**src/rtl/aes_sbox_pkg.sv**
```systemverilog
// Shared types, sizes and GF(2^8) helpers for the time-multiplexed S-box bank.
package aes_sbox_pkg;

    typedef enum logic [2:0] {
        IDLE,
        ST_RUN,
        ST_DONE,
        KEY_RUN,
        KEY_DONE
    } arb_state_t;

    localparam int unsigned WORD_W    = 32;
    localparam int unsigned NUM_WORDS = 4;
    localparam int unsigned CNT_W     = $clog2(NUM_WORDS);

    function automatic logic [7:0] gf_mul(input logic [7:0] a, input logic [7:0] b);
        logic [7:0] p;
        logic [7:0] aa;
        logic [7:0] bb;
        p  = '0;
        aa = a;
        bb = b;
        for (int unsigned i = 0; i < 8; i++) begin
            if (bb[0]) p = p ^ aa;
            bb = bb >> 1;
            aa = {aa[6:0], 1'b0} ^ (aa[7] ? 8'h1b : 8'h00);
        end
        return p;
    endfunction

    // Inverse as x^254 (maps 0 to 0), followed by the AES affine transform.
    function automatic logic [7:0] sbox_byte(input logic [7:0] x);
        logic [7:0] t;
        logic [7:0] inv;
        t   = x;
        inv = 8'h01;
        for (int unsigned i = 0; i < 7; i++) begin
            t   = gf_mul(t, t);
            inv = gf_mul(inv, t);
        end
        return inv ^ {inv[6:0], inv[7]} ^ {inv[5:0], inv[7:6]}
                   ^ {inv[4:0], inv[7:5]} ^ {inv[3:0], inv[7:4]} ^ 8'h63;
    endfunction

endpackage

```
**src/rtl/sbox_share_arbiter_sub_word.sv**
```systemverilog
// Combinational SubWord: four byte S-boxes forming the shared 32-bit bank.
module s_box
    import aes_sbox_pkg::*;
(
    input  logic [7:0] x,
    output logic [7:0] s
);
    assign s = sbox_byte(x);
endmodule

module sub_word
    import aes_sbox_pkg::*;
(
    input  logic [WORD_W-1:0] word,
    output logic [WORD_W-1:0] sub
);
    for (genvar g = 0; g < 4; g++) begin : g_byte
        s_box u_s_box (
            .x (word[g*8 +: 8]),
            .s (sub[g*8 +: 8])
        );
    end
endmodule

```
**src/rtl/sbox_share_arbiter.sv**
```systemverilog
// Arbitrates one SubWord bank between a word-serial 128-bit SubBytes job and a SubWord job.
module sbox_share_arbiter
    import aes_sbox_pkg::*;
#(
    parameter int unsigned KEY_PRIORITY = 1,
    parameter int unsigned NUM_WORDS    = 4
) (
    input  logic                          clk,
    input  logic                          rst_n,
    input  logic                          st_req_valid,
    output logic                          st_req_ready,
    input  logic [NUM_WORDS*WORD_W-1:0]   st_in,
    output logic                          st_rsp_valid,
    input  logic                          st_rsp_ready,
    output logic [NUM_WORDS*WORD_W-1:0]   st_out,
    input  logic                          key_req_valid,
    output logic                          key_req_ready,
    input  logic [WORD_W-1:0]             key_in,
    output logic                          key_rsp_valid,
    input  logic                          key_rsp_ready,
    output logic [WORD_W-1:0]             key_out,
    output logic                          busy
);
    localparam int unsigned ST_W = NUM_WORDS * WORD_W;

    arb_state_t          state;
    logic [CNT_W-1:0]    cnt;
    logic [ST_W-1:0]     st_buf;
    logic [WORD_W-1:0]   key_buf;
    logic                rr_key;
    logic                grant_st;
    logic                grant_key;
    logic [WORD_W-1:0]   bank_in;
    logic [WORD_W-1:0]   bank_out;

    always_comb begin
        grant_key = key_req_valid && (!st_req_valid || (KEY_PRIORITY != 0) || rr_key);
        grant_st  = st_req_valid && !grant_key;
    end

    assign st_req_ready  = rst_n && (state == IDLE) && grant_st;
    assign key_req_ready = rst_n && (state == IDLE) && grant_key;
    assign busy          = (state != IDLE);

    // st_buf shifts left each run cycle, so the word under substitution is always on top.
    always_comb begin
        case (state)
            ST_RUN:  bank_in = st_buf[ST_W-1 -: WORD_W];
            KEY_RUN: bank_in = key_buf;
            default: bank_in = '0;
        endcase
    end

    sub_word u_bank (
        .word (bank_in),
        .sub  (bank_out)
    );

    always_ff @(posedge clk or negedge rst_n) begin
        if (!rst_n) begin
            state         <= IDLE;
            cnt           <= '0;
            st_buf        <= '0;
            key_buf       <= '0;
            rr_key        <= 1'b0;
            st_out        <= '0;
            key_out       <= '0;
            st_rsp_valid  <= 1'b0;
            key_rsp_valid <= 1'b0;
        end else begin
            case (state)
                IDLE: begin
                    if (key_req_valid && key_req_ready) begin
                        key_buf <= key_in;
                        rr_key  <= 1'b0;
                        state   <= KEY_RUN;
                    end else if (st_req_valid && st_req_ready) begin
                        st_buf  <= st_in;
                        cnt     <= '0;
                        rr_key  <= 1'b1;
                        state   <= ST_RUN;
                    end
                end
                ST_RUN: begin
                    for (int unsigned i = 0; i < NUM_WORDS; i++) begin
                        if (cnt == CNT_W'(i))
                            st_out[(NUM_WORDS-1-i)*WORD_W +: WORD_W] <= bank_out;
                    end
                    st_buf <= {st_buf[ST_W-WORD_W-1:0], {WORD_W{1'b0}}};
                    cnt    <= cnt + 1'b1;
                    if (cnt == CNT_W'(NUM_WORDS-1)) begin
                        st_rsp_valid <= 1'b1;
                        state        <= ST_DONE;
                    end
                end
                ST_DONE: begin
                    if (st_rsp_ready) begin
                        st_rsp_valid <= 1'b0;
                        state        <= IDLE;
                    end
                end
                KEY_RUN: begin
                    key_out       <= bank_out;
                    key_rsp_valid <= 1'b1;
                    state         <= KEY_DONE;
                end
                KEY_DONE: begin
                    if (key_rsp_ready) begin
                        key_rsp_valid <= 1'b0;
                        state         <= IDLE;
                    end
                end
                default: state <= IDLE;
            endcase
        end
    end

endmodule
```
**config.mk**
```make
export PLATFORM = sky130hd
export DESIGN_NAME = sbox_share_arbiter
export DESIGN_NICKNAME = d
export VERILOG_FILES = /design/src/rtl/aes_sbox_pkg.sv /design/src/rtl/sbox_share_arbiter_sub_word.sv /design/src/rtl/sbox_share_arbiter.sv
export SDC_FILE = /design/constraint.sdc
export NUM_CORES = 2
export LEC_CHECK = 0
export CAP_MARGIN = 5
export CORE_AREA = 5 5 563 342
export CTS_BUF_LIST = sky130_fd_sc_hd__clkbuf_8 sky130_fd_sc_hd__clkbuf_16
export CTS_CLUSTER_DIAMETER = 30
export DETAILED_ROUTE_END_ITERATION = 6
export DIE_AREA = 0 0 568 347
export PLACE_DENSITY = 0.7
export SETUP_SLACK_MARGIN = 0.05
export SYNTH_ARGS = -nofsm -noshare
export SYNTH_HDL_FRONTEND = slang
export SYNTH_SLANG_ARGS = --single-unit
```
**constraint.sdc**
```tcl
create_clock -name clk -period 15.9 [get_ports clk]
set_input_delay 3.18 -clock clk [delete_from_list [all_inputs] [get_ports clk]]
set_output_delay 3.18 -clock clk [all_outputs]
set_load 0.05 [all_outputs]
```
# == Word-level counts from Yosys, hierarchy flattened ==
# Cells that the tools add are included.
# op_classes
n_mux,830
n_addsub,1
bitwise,776
n_reduce_logical,22
n_eq_ne,13
# op_table
cell,count
$mux 8,420
$xor 8x8->8,384
$xor 8x5->8,360
$mux 5,368
$mux 128,2
$pmux 128 s2,1
$pmux 32 s2,1
$mux 7,4
$not 1->1 const A,28
$mux 3,9
$mux 6,4
$mux 4,4
$not 4->4,4
$pmux 3 s5,1
$mux 2,6
$reduce_and 2->1,6
$ne 2x2->1 const B,4
$mux 1,7
$eq 3x2->1 const B,2
$logic_and 1x1->1,6
$reduce_and 3->1,2
$reduce_bool 2->1,3
$eq 2x2->1 const B,2
$pmux 1 s2,2
12 further kinds,12
# totals
out_inout_bits,165
wordCells,1653
reg_bits,327
inputBits,166

# == Logic depth before layout (Yosys ltp) ==
# logic_depth
word_depth,134
ltp_mapped,75
depth_no_buf,64

# == Cells and area by module ==
# A second synthesis with hierarchy kept.
# unflattened
cells_unflattened,9006
hier_area_um2,74510.2
# modules_own_cells
module,seq_area_each_um2,cells_each,area_per_inst_um2,instances
s_box at u_bank.g_byte[1].u_s_box ...,0.0,2049,15315.9,3
s_box at u_bank.g_byte[0].u_s_box,0.0,1949,14396.3,1
sbox_share_arbiter,8182.8,910,14166.1,1

# == Least setup slack after synthesis ==
# OpenSTA, ideal clock, no wires.
# synth_path
path_type,reg2reg
start,register state[1]
end,register st_out[29]
required_time_ns,15.767
setup_ns,0.133
arrival_time_ns,16.684
n_path_buf,6
path_slack_ns,-0.918
path_stages_with_launch,65
synth_period_minus_slack_ns,16.818
path_cell_list,dfrtp_1 > buf_6 > mux2i_1 > nor2_2 > ha_1 > nand2_1 > xnor2_2 > inv_2 > clkbuf_1 > clkbuf_1 > ha_1 > clkbuf_1 > clkinv_1 > xnor3_1 > xnor2_2 > xnor2_1 > o21ai_1 > xor2_1 > (+29 left out) > xnor2_1 > xnor2_2 > xor2_1 > nor2_1 > xnor2_1 > xnor2_1 > xnor2_2 > xor2_2 > xnor3_1 > xnor3_1 > nor2_1 > xnor3_1 > xnor3_1 > xnor2_2 > xnor3_1 > xnor3_2 > xnor2_1 > o21ai_1
# synth_via
elab_chain_cells,131
word_cells_on_any_way,394
classes_between,2 x eq/ne; 204 x mux; 187 x bitwise; 1 x reduce/logical
# synth_rtl
item,line,rtl
from (decl),sbox_share_arbiter.sv:26,arb_state_t state;
from (signal assigned),sbox_share_arbiter.sv:61,state <= IDLE;
from (signal assigned),sbox_share_arbiter.sv:76,state <= KEY_RUN;
from (signal assigned),sbox_share_arbiter.sv:81,state <= ST_RUN;
$eq 3x2->1 / $eq 3x1->1 (equally long branches),"sbox_share_arbiter.sv:47, sbox_share_arbiter.sv:71",
$pmux 32 s2,sbox_share_arbiter.sv:47,case (state)
"$mux 5, or another cell as far along",aes_sbox_pkg.sv:26,"aa = {aa[6:0], 1'b0} ^ (aa[7] ? 8'h1b : 8'h00);"
$xor 8x5->8 / $xor 8x8->8 (equally long branches),"aes_sbox_pkg.sv:26, aes_sbox_pkg.sv:24",
$xor 8x8->8 / $mux 8 (equally long branches),aes_sbox_pkg.sv:24,if (bb[0]) p = p ^ aa;
$mux 8 / $xor 8x8->8 (equally long branches),aes_sbox_pkg.sv:24,
$xor 8x8->8 / $mux 8 (equally long branches),aes_sbox_pkg.sv:24,
$mux 8 / $xor 8x8->8 (equally long branches),aes_sbox_pkg.sv:24,
(+113 left out),n/a,
$mux 8,aes_sbox_pkg.sv:24,
$xor 8x8->8,aes_sbox_pkg.sv:24,
$mux 8,aes_sbox_pkg.sv:24,
$xor 8x8->8,aes_sbox_pkg.sv:24,
$mux 8,aes_sbox_pkg.sv:24,
$xor 8x8->8 (2 in a row),aes_sbox_pkg.sv:41,"return inv ^ {inv[6:0], inv[7]} ^ {inv[5:0], inv[7:6]}"
$xor 8x8->8 (2 in a row),aes_sbox_pkg.sv:42,"^ {inv[4:0], inv[7:5]} ^ {inv[3:0], inv[7:4]} ^ 8'h63;"
$not 4->4 (no source line),n/a,
"to (signal, indexed assignment)",sbox_share_arbiter.sv:87,st_out[(NUM_WORDS-1-i)*WORD_W +: WORD_W] <= bank_out;
to (decl),sbox_share_arbiter.sv:15,"output logic [NUM_WORDS*WORD_W-1:0] st_out,"
# Several ways; a longest one is shown, not always the timed one.
# A chain may end at the register's enable or synchronous reset.

# == Worst setup path after layout ==
# layout_path
start,register state[1]
end,register st_out[8]
# Same word-level chain as after synthesis.

==> out/metrics.cfg <==
[floorplanning]
core_area_sq_um = 187000
ios = 331
start_util = 0.398
chipHeight_um = 347
dieArea_sq_um = 197000
die_width_um = 568
rows = 123

[final_layout]
finish.net_count = 10800
fin_util = 0.496
multiInputGateArea_sq_um = 67300
area_growth_pct = 24.5
num-fill-cells = 17200
drive_above_1_share = 0.205
register_area_sq_um = 8190

[drt]
ant_nets = 0
route.met2.wl_mm = 112
remaining_drc_errors = 3
via_per_inst = 5.97
routed-via-count = 78500
firstDrtPassIters = 7
routed.top_layer = met5
drtIter0Drc = 9525
totalWireLength_mm = 262
wl_per_cell_um = 19.9
m1WireLength_mm = 119
routed-wl-met3_mm = 27.4

[placement]
hpwlAfterDp_mm = 194
gp_congestion = 0.978
preCtsSetupSlack_ns = -1.07
portBuffers = 330

[synthesis]
synth.most_common_cell = xnor2_1
yosys-mux-area-fraction = 0.0485
netlist_instances = 9841
yosys-top-cells-area = xnor2_1 (19%), dfrtp_1 (11%), xnor3_1 (8.6%)
syn_avg_cell_area_sq_um = 7.55
synthAdderAreaFrac = 0.00553
synth_top_family_by_area = XOR/XNOR gates
netlist.area_leader.share = 0.189
yosys.area.top_type = xnor2_1
seq_area_frac_synth = 0.110
synthXorXnorAreaFrac = 0.375
yosysWarnings = 0
synth_seq_cells = 327
syn-cell-area_sq_um = 74300
ys.flop_type = dfrtp_1
netlist_top_cells_count = xnor2_1 (1601), nor2_1 (1405), nand2_1 (1067)
synthArstFlopShare = 1.00
syn_nets = 10000
synth_compound_area_frac = 0.199
yosysUniqueCellTypes = 134
synthSimpleGateAreaFrac = 0.217
synth_edf_count = 0

[timing]
fin_setup_tns_ns = 0
hold_viol = 0
finClkSkew_ns = 0.0258
fin_crit_ns = 15.47
timing.hold.ws_ns = 0.479
fmax_mhz = 64.6
post-route-period-util = 0.973
finalMaxSlewViolations = 0
tightest_slew_ns = 1.26
setup_viol = 0
rsz0062_at_grt = yes
layout_setup_ws_ns = 0.426
slew_headroom = 0.157

[global_route]
grt_max_degree = 119
grt_pass1_vias = 72400
antenna_found_initial = 4
track_usage = 0.246
grt_overflow = 0
grt_first_pass_wirelength_mm = 408

[critical_path]
cp_max_fo = 11
critPathArrivalTime_ns = 15.92
required_ns = 16.35
worstSetupStartpointType = flip-flop
cpMostUsedCell = xnor2_2
path_class = flip-flop to flip-flop
slowest_delay_ns = 0.84
cp_top_family = XOR/XNOR gates
critPathSlowestCell = xnor2_1
end_kind = flip-flop
cp_num_buf_inv = 9

[run]
max_cap_viol_count = 0

[hold_path]
holdCritPathClass = flip-flop to flip-flop

[outcome]
status = complete, but fails checks
violations = DRC

[clocking]
cts_tree = yes
clk_pin_slew_ns = 0.05
cts.htree.levels = 2
cts_buffer_depth = 3
clk-insertion-delay-late_ns = 0.60
holdBufCountCts = 0
cts_root_buf = clkbuf_16
cts_buffers = 55
numClockSinks = 327

-- cell type report --
class | count | area share
inverters | 92 | 0.00379
multi-input cells | 8739 | 0.728
flip-flops and latches | 327 | 0.0886
well taps | 2500 | 0.0338
diodes | 3 | 0.0000812
clock inverters | 43 | 0.00460
repair buffers | 1383 | 0.126
clock buffers | 59 | 0.0155
-- final timing paths --
check                                       start                      to  slack (ns)  cells past startpoint
hold / removal             key_out[3]$_DFFE_PN0N_  key_out[3]$_DFFE_PN0N_        0.48                      2
setup / recovery             state[1]$_DFFE_PN0P_   st_out[8]$_DFFE_PN0P_        0.43                     60
hold reg to reg            key_out[3]$_DFFE_PN0N_  key_out[3]$_DFFE_PN0N_        0.48                      2
setup reg to reg             state[1]$_DFFE_PN0P_   st_out[8]$_DFFE_PN0P_        0.43                     60
min in group asynchronous                   rst_n  st_buf[44]$_DFFE_PN0P_        2.69                      1
max in group asynchronous                   rst_n  st_buf[97]$_DFFE_PN0P_       11.64                      2
-- stage by stage --
stage / cell area (sq um) / cells
floorplan: 74500 / 9841
global placement: 84500 / 12800
detailed placement: 84500 / 12800
CTS: 87800 / 12900
global route: 92400 / 13100
finish: 92400 / 13100
-- sequential cells by signal (all words and copies together) (netlist names) --
name / cells
st_buf: 128
st_out: 128
key_buf: 32
key_out: 32
state: 3
cnt: 2
key_rsp_valid: 1
st_rsp_valid: 1
-- logic make-up after synthesis --
| family | after synthesis |
|---|---|
| AND/OR/NAND/NOR | 3636 |
| XOR/XNOR | 2480 |
| AO/OA/AOI/OAI | 2250 |
| buffers and inverters | 777 |
| multiplexers | 338 |
| flip-flops | 327 |
| adder cells (fa/ha/maj) | 33 |
-- routing by layer --
metal | vias up | GRT usage
met2 | 4228 | 0.365
li1 | 36100 | -
met5 | - | 0
met3 | 327 | 0.0340
met1 | 37800 | 0.383
met4 | 4 | 0.0339
-- worst min-delay path: stages (launching register included) --
cell and delay, ns:
dfrtp_1 0.34, nand2_1 0.04, o21ai_0 0.06
-- layout by cell type (no fill, tap or decap), drive strengths merged, types with 35 or more instances in the layout --
cell type      netlist  routed
xnor2             1724    1724
nor2              1422    1422
nand2             1073    1073
buf                233    1053
o21ai              568     568
a21oi              487     487
xor2               414     415
nor3               349     349
clkdlybuf4s50        0     329
dfrtp              327     327
xnor3              308     308
nand3              259     259
mux2i              246     246
o22ai              222     222
o211ai             102     102
a31oi              102     102
a211oi              94      94
inv                 77      94
mux2                86      86
nand4               74      74
and2                68      68
a22oi               63      63
clkbuf             452      60
nand2b              52      52
nor2b               52      52
and3                52      52
or2                 52      52
nor4                50      50
a22o                48      48
o21a                46      46
or3                 44      44
o31ai               44      44
a32oi               40      40
a21o                39      39
a221oi              37      37
xor3                34      35
-- repair_timing --
action                     in CTS  in global routing
setup endpoints to repair     160                160
gates resized for setup       173                531
setup buffers                  40                211
cloned                          1                  3
pin swaps                      48                230
Power is left out: the tool's default activity adds up to more than one toggle a clock period on the data nets, which glitch-free logic cannot reach.
